--- config.mk ---
export PLATFORM = sky130hd
export DESIGN_NAME = muldiv_seq
export DESIGN_NICKNAME = d
export VERILOG_FILES = /design/src/rtl/muldiv_pkg.sv /design/src/rtl/muldiv_step.sv /design/src/rtl/muldiv_seq.sv
export SDC_FILE = /design/constraint.sdc
export NUM_CORES = 1
export LEC_CHECK = 0
export CORE_MARGIN = 1
export CORE_UTILIZATION = 27
export CTS_BUF_LIST = sky130_fd_sc_hd__clkbuf_16
export CTS_CLUSTER_SIZE = 14
export DETAILED_ROUTE_END_ITERATION = 10
export HOLD_SLACK_MARGIN = 0.06
export PLACE_DENSITY = 0.55
export SYNTH_ARGS = -nofsm -noshare
export SYNTH_HDL_FRONTEND = slang
export SYNTH_SLANG_ARGS = --single-unit
--- constraint.sdc ---
create_clock -name clk -period 3.7 [get_ports clk]
set_clock_uncertainty 0.1 [all_clocks]
set_input_delay 0.74 -clock clk [delete_from_list [all_inputs] [get_ports clk]]
set_output_delay 0.74 -clock clk [all_outputs]
set_load 0.02 [all_outputs]
--- src/rtl/muldiv_pkg.sv ---
// Shared types and constants for the sequential RV32M multiply/divide unit.
// Latency: n/a (package only).
// Backpressure: n/a; holds the FSM state enum, funct3 op encodings, sizing constants and signedness helpers.
package muldiv_pkg;

    typedef enum logic [1:0] {
        ST_IDLE = 2'd0,
        ST_CALC = 2'd1,
        ST_FIX  = 2'd2,
        ST_DONE = 2'd3
    } state_t;

    // funct3 encodings of the RV32M ops
    localparam logic [2:0] OP_MUL    = 3'd0;
    localparam logic [2:0] OP_MULH   = 3'd1;
    localparam logic [2:0] OP_MULHSU = 3'd2;
    localparam logic [2:0] OP_MULHU  = 3'd3;
    localparam logic [2:0] OP_DIV    = 3'd4;
    localparam logic [2:0] OP_DIVU   = 3'd5;
    localparam logic [2:0] OP_REM    = 3'd6;
    localparam logic [2:0] OP_REMU   = 3'd7;

    localparam int          ITER_CNT  = 32;
    localparam logic [31:0] DIV0_QUOT = 32'hFFFF_FFFF;
    localparam logic [31:0] INT_MIN   = 32'h8000_0000;

    // MUL is treated as signed x signed; its low product word is identical either way.
    function automatic logic rs1_is_signed(input logic [2:0] op);
        return (op == OP_MUL) || (op == OP_MULH) || (op == OP_MULHSU) ||
               (op == OP_DIV) || (op == OP_REM);
    endfunction

    function automatic logic rs2_is_signed(input logic [2:0] op);
        return (op == OP_MUL) || (op == OP_MULH) || (op == OP_DIV) || (op == OP_REM);
    endfunction

endpackage

--- src/rtl/muldiv_step.sv ---
// One iteration of the magnitude datapath: shift-add multiply or restoring shift-subtract divide.
// Latency: purely combinational.
// Backpressure: none; the caller decides when to register the outputs.
// Ports: is_div selects divide; hi/lo are the accumulator/operand pair; b is the multiplicand or divisor.
module muldiv_step (
    input  logic        is_div,
    input  logic [31:0] hi,
    input  logic [31:0] lo,
    input  logic [31:0] b,
    output logic [31:0] hi_nxt,
    output logic [31:0] lo_nxt
);

    logic [32:0] sum;
    logic [32:0] rem_sh;
    logic        fits;
    logic [31:0] rem_sub;

    always_comb begin
        // multiply: conditionally add the multiplicand, then shift {carry,hi,lo} right
        sum     = {1'b0, hi} + (lo[0] ? {1'b0, b} : 33'd0);
        // divide: shift the next dividend bit into the partial remainder
        rem_sh  = {hi, lo[31]};
        fits    = (rem_sh >= {1'b0, b});
        // when it fits the difference is below b, so the low 32 bits are exact
        rem_sub = rem_sh[31:0] - b;
        if (is_div) begin
            hi_nxt = fits ? rem_sub : rem_sh[31:0];
            lo_nxt = {lo[30:0], fits};
        end else begin
            hi_nxt = sum[32:1];
            lo_nxt = {sum[0], lo[31:1]};
        end
    end

endmodule

--- src/rtl/muldiv_seq.sv ---
// Sequential RV32M multiply/divide unit: 32 iteration cycles on magnitudes, then sign fixup.
// Latency: start at edge 0 -> done in cycle 34; divide-by-zero and INT_MIN/-1 finish in cycle 1.
// Backpressure: stall = start & ~done holds the core; flush or rst abort with no done pulse.
// Ports: clk, rst, start, op(funct3), rs1, rs2, flush in; stall, busy, done, result out.
module muldiv_seq
    import muldiv_pkg::*;
(
    input  logic        clk,
    input  logic        rst,
    input  logic        start,
    input  logic [2:0]  op,
    input  logic [31:0] rs1,
    input  logic [31:0] rs2,
    input  logic        flush,
    output logic        stall,
    output logic        busy,
    output logic        done,
    output logic [31:0] result
);

    state_t      state, state_nxt;
    logic [2:0]  op_q;
    logic        a_neg, b_neg;
    logic [31:0] hi, lo, b_mag;
    logic [4:0]  cnt;
    logic [31:0] hi_step, lo_step;

    logic        accept, is_div0, is_ovf, special;
    logic [31:0] special_res;
    logic        a_in_neg, b_in_neg;
    logic [31:0] a_in_mag, b_in_mag;
    logic [63:0] prod, prod_fix;
    logic [31:0] quot_fix, rem_fix, fix_res;

    // ---------------- operand decode at acceptance ----------------
    assign accept   = (state == ST_IDLE) && start && !flush;
    assign is_div0  = op[2] && (rs2 == 32'd0);
    assign is_ovf   = ((op == OP_DIV) || (op == OP_REM)) && (rs1 == INT_MIN) && (rs2 == 32'hFFFF_FFFF);
    assign special  = is_div0 || is_ovf;
    assign a_in_neg = rs1_is_signed(op) && rs1[31];
    assign b_in_neg = rs2_is_signed(op) && rs2[31];
    assign a_in_mag = a_in_neg ? (~rs1 + 32'd1) : rs1;
    assign b_in_mag = b_in_neg ? (~rs2 + 32'd1) : rs2;

    // op[1] separates REM/REMU from DIV/DIVU
    always_comb begin
        special_res = 32'd0;
        if (is_div0)
            special_res = op[1] ? rs1 : DIV0_QUOT;
        else
            special_res = op[1] ? 32'd0 : INT_MIN;
    end

    muldiv_step u_step (
        .is_div (op_q[2]),
        .hi     (hi),
        .lo     (lo),
        .b      (b_mag),
        .hi_nxt (hi_step),
        .lo_nxt (lo_step)
    );

    // ---------------- sign fixup and word select ----------------
    always_comb begin
        prod     = {hi, lo};
        prod_fix = (a_neg ^ b_neg) ? (~prod + 64'd1) : prod;
        quot_fix = (a_neg ^ b_neg) ? (~lo + 32'd1) : lo;
        rem_fix  = a_neg ? (~hi + 32'd1) : hi;
        case (op_q)
            OP_MUL:                         fix_res = prod_fix[31:0];
            OP_MULH, OP_MULHSU, OP_MULHU:   fix_res = prod_fix[63:32];
            OP_DIV, OP_DIVU:                fix_res = quot_fix;
            default:                        fix_res = rem_fix;
        endcase
    end

    // ---------------- FSM: state register ----------------
    always_ff @(posedge clk) begin
        if (rst)
            state <= ST_IDLE;
        else
            state <= state_nxt;
    end

    // ---------------- FSM: next state ----------------
    always_comb begin
        state_nxt = state;
        if (flush) begin
            state_nxt = ST_IDLE;
        end else begin
            case (state)
                ST_IDLE: if (start) state_nxt = special ? ST_DONE : ST_CALC;
                ST_CALC: if (cnt == 5'd0) state_nxt = ST_FIX;
                ST_FIX:  state_nxt = ST_DONE;
                default: state_nxt = ST_IDLE;
            endcase
        end
    end

    // ---------------- FSM: outputs ----------------
    always_comb begin
        busy  = (state != ST_IDLE);
        done  = (state == ST_DONE);
        stall = start && !done;
    end

    // ---------------- datapath ----------------
    always_ff @(posedge clk) begin
        if (rst) begin
            op_q   <= 3'd0;
            a_neg  <= 1'b0;
            b_neg  <= 1'b0;
            hi     <= 32'd0;
            lo     <= 32'd0;
            b_mag  <= 32'd0;
            cnt    <= 5'd0;
            result <= 32'd0;
        end else if (accept) begin
            op_q  <= op;
            a_neg <= a_in_neg;
            b_neg <= b_in_neg;
            hi    <= 32'd0;
            lo    <= a_in_mag;
            b_mag <= b_in_mag;
            cnt   <= 5'(ITER_CNT - 1);
            if (special)
                result <= special_res;
        end else if (state == ST_CALC && !flush) begin
            hi  <= hi_step;
            lo  <= lo_step;
            cnt <= cnt - 5'd1;
        end else if (state == ST_FIX && !flush) begin
            result <= fix_res;
        end
    end

endmodule

==> results_dict.tcl <==
set metrics [dict create \
    dp_hpwl_mm 43.49 \
    m1WireLength_mm 25.17 \
    clockBufferDepth 2 \
    hp-start "result[27]" \
    drv_slew 0 \
    syn_inst 1978 \
    cts-root-buf "clkbuf_16" \
    vias 15670 \
    hold_viol 0 \
    ant_nets 0 \
    seq_area_frac_synth_pct 20.08 \
    min_period_ns 3.703 \
    cp-end-kind "register" \
    grt_use_total_pct 20.95 \
    dr_wl_met2_mm 25.03 \
    worst_slew_pin_slew_ns 0.9456 \
    synth_area_leaders "dfxtp_1 20%, ha_1 6.7%, xor2_1 6.6%" \
    die_height_um 229.4 \
    antenna_found_initial 1 \
    fin_ws_ns -0.002786 \
    placedCellCount 2798 \
    violations "setup timing" \
    placed_area_um2 16780 \
    diodes 0 \
    power.density_nw_per_um2 311.7 \
    start_util_pct 27.60 \
    timing.rr.end "result[30]" \
    rr_startpoint "hi[1]" \
    fin_util_pct 34.62 \
    die_w_um 229.4 \
    fillers 5345 \
    grt_overflow_total 0 \
    hold_end "result[27]" \
    avgRoutedWirePerCell_um 19.73 \
    portBuffers 105 \
    gp_congestion 0.9163 \
    core-area_um2 50580 \
    grt_first_pass_wirelength_mm 86.70 \
    grt_pass1_vias 15180 \
    syn_area_per_cell_um2 7.057 \
    totalWireLength_mm 55.87 \
    p_leak_nw 6.788 \
    power.total_mw 5.458 \
    holdBufCountCts 0 \
    dp_worst_setup_slack_ns -0.6632 \
    fin_cells 2832 \
    status "complete, but fails checks" \
    htreeDepth 4 \
    synth_top_family_by_area "compound AO/OA/AOI/OAI gates" \
    synth_mux_area_share_pct 2.599 \
    synth.yosys.warnings 0 \
    arrival_ns 3.94 \
    finalCritPeriodShare_pct 100.1 \
    cts_tree "yes" \
    cap_violations 0 \
    setup-violations-final 1 \
    cts_buffers 17 \
    clkTransAtPathRegs_ns 0.07 \
    netlist_area_um2 13960 \
    tns_ns -0.002786 \
    synth.most_common_cell "nor2_1" \
    firstDrtPassIters 7 \
    whs_ns 0.3550 \
    rsz0062_at_grt "true" \
    clock.fmax_mhz 270.1 \
    irDropWorstVdd_uv 316.5 \
    syn-num-nets 2126 \
    synth.top_cells.by_count "214 x nor2_1, 185 x nand2_1, 180 x o21ai_0" \
    vias_per_cell 5.533 \
    ys_ff_latch 140 \
    drt_iter0_markers 1484 \
    yosysUniqueCellTypes 77 \
    synth-edff-count 0 \
    yosys.area_share.simple_pct 21.97 \
    final_nets 2295 \
    synth_flop_cell "dfxtp_1" \
    ff2ff_path_depth 11 \
    async_reset_ff_share_pct 0 \
    path_max_fanout 5 \
    final_area_um2 17510 \
    clock-sinks 140 \
    startpoint_type "register" \
    slew_headroom_pct 36.96 \
    synth_compound_area_share_pct 30.70 \
    top_layer_used "met4" \
    drc 0 \
    reg2reg_slack_ns -0.003 \
    rows 82 \
    clock_latency_ns 0.46 \
    min-delay-path-class "reg -> reg" \
    yosys.area.top_type "dfxtp_1" \
    drive_above_1_share_pct 12.92 \
    yosys.area_share.adder_pct 7.010 \
    io_pins 106 \
    fp.dieArea_um2 52610 \
    holdPathStages 1 \
    worstPathRequired_ns 3.93 \
    grt_max_degree 80 \
    path_class "reg -> reg" \
    met3_length_mm 3.287 \
    synth_xor_area_share_pct 11.80 \
    syn_to_final_growth_pct 25.46 \
    synth.top_cell.area_share_pct 20.08 \
]
[final cells by class]
| type | count | area, um^2 | share of cell area [%] |
|---|---|---|---|
| flip-flops and latches | 140 | 2809 | 16.04 |
| clock buffers | 17 | 425.4 | 2.429 |
| inverters | 67 | 251.5 | 1.436 |
| well taps | 672 | 840.8 | 4.801 |
| clock inverters | 15 | 158.9 | 0.9074 |
| multi-input cells | 1623 | 10500 | 59.97 |
| repair buffers | 298 | 2524 | 14.41 |
[cell usage in the layout, fill, tap and decap left out, types with 14 or more instances in the layout]
master           netlist  routed
nor2_1               214     212
buf_4                  0     190
nand2_1              185     185
o21ai_0              180     179
a21oi_1              165     160
dfxtp_1              140     137
xor2_1               105     104
clkdlybuf4s50_1        0     104
a211oi_1             100      97
xnor2_1               83      82
ha_1                  75      74
inv_1                 67      68
nor3_1                49      48
nand3_1               35      34
mux2i_1               34      34
o211ai_1              29      29
or3_1                 30      29
a21o_1                25      25
o31ai_1               27      25
nand4_1               23      23
nor4_1                23      22
clkbuf_16              0      17
a31oi_1               16      16
o21a_1                15      15
o221ai_1              15      15
and2_1                14      14
[flip-flops by register name (all words and copies together), names as in the netlist]
name / cells
a_neg: 1
b_mag: 32
b_neg: 1
cnt: 5
hi: 32
lo: 32
op_q: 3
result: 32
state: 2
[critical path: stages, from the launching register on]
cell	delay, ns
dfxtp_2	0.32
inv_2	0.07
ha_4	0.12
or3b_4	0.37
or4b_4	0.53
or4_4	0.55
or3_4	0.39
or4_4	0.56
o21ai_2	0.16
xnor2_1	0.10
a21oi_2	0.20
o211ai_1	0.12
[metal layers]
layer,vias to the layer above,track usage (%)
li1,7563,-
met1,7459,27.87
met2,542,32.90
met3,105,3.162
met4,0,10.17
met5,-,0
[logic make-up (layout without fill, tap and decap cells)]
logic type               Yosys count  in the layout
adder cells (fa/ha/maj)           77             77
XOR/XNOR                         188            188
flip-flops                       140            140
AND/OR/NAND/NOR                  651            651
AO/OA/AOI/OAI                    671            671
buffers and inverters            215            397
multiplexers                      36             36
[how the worst max path moves through the flow]
stage | cells after the start | end | slack, ns | startpoint
finish | 11 | result[30] | -0.003 | hi[1]
global route | 11 | result[30] | -0.11 | hi[0]
CTS | 11 | result[30] | 0.01 | hi[1]
detailed placement | 10 | result[16] | -0.66 | rs1[22]
global placement | 10 | result[16] | -0.55 | rs1[22]
floorplan | 12 | result[28] | 0.004 | hi[0]
[report_power, final]
| group | internal (mW) | total (mW) | switching (mW) |
|---|---|---|---|
| logic | 0.802 | 2.00 | 1.20 |
| clock network | 1.05 | 1.79 | 0.746 |
| registers | 1.58 | 1.66 | 0.0787 |
| total | 3.43 | 5.46 | 2.03 |
[what timing repair did]
action                     4_1_cts  5_1_grt
resized for setup                5       24
setup buffers                    0        2
pin swaps                        1        8
setup endpoints to repair       30       49
(Power assumes the default switching activity.)
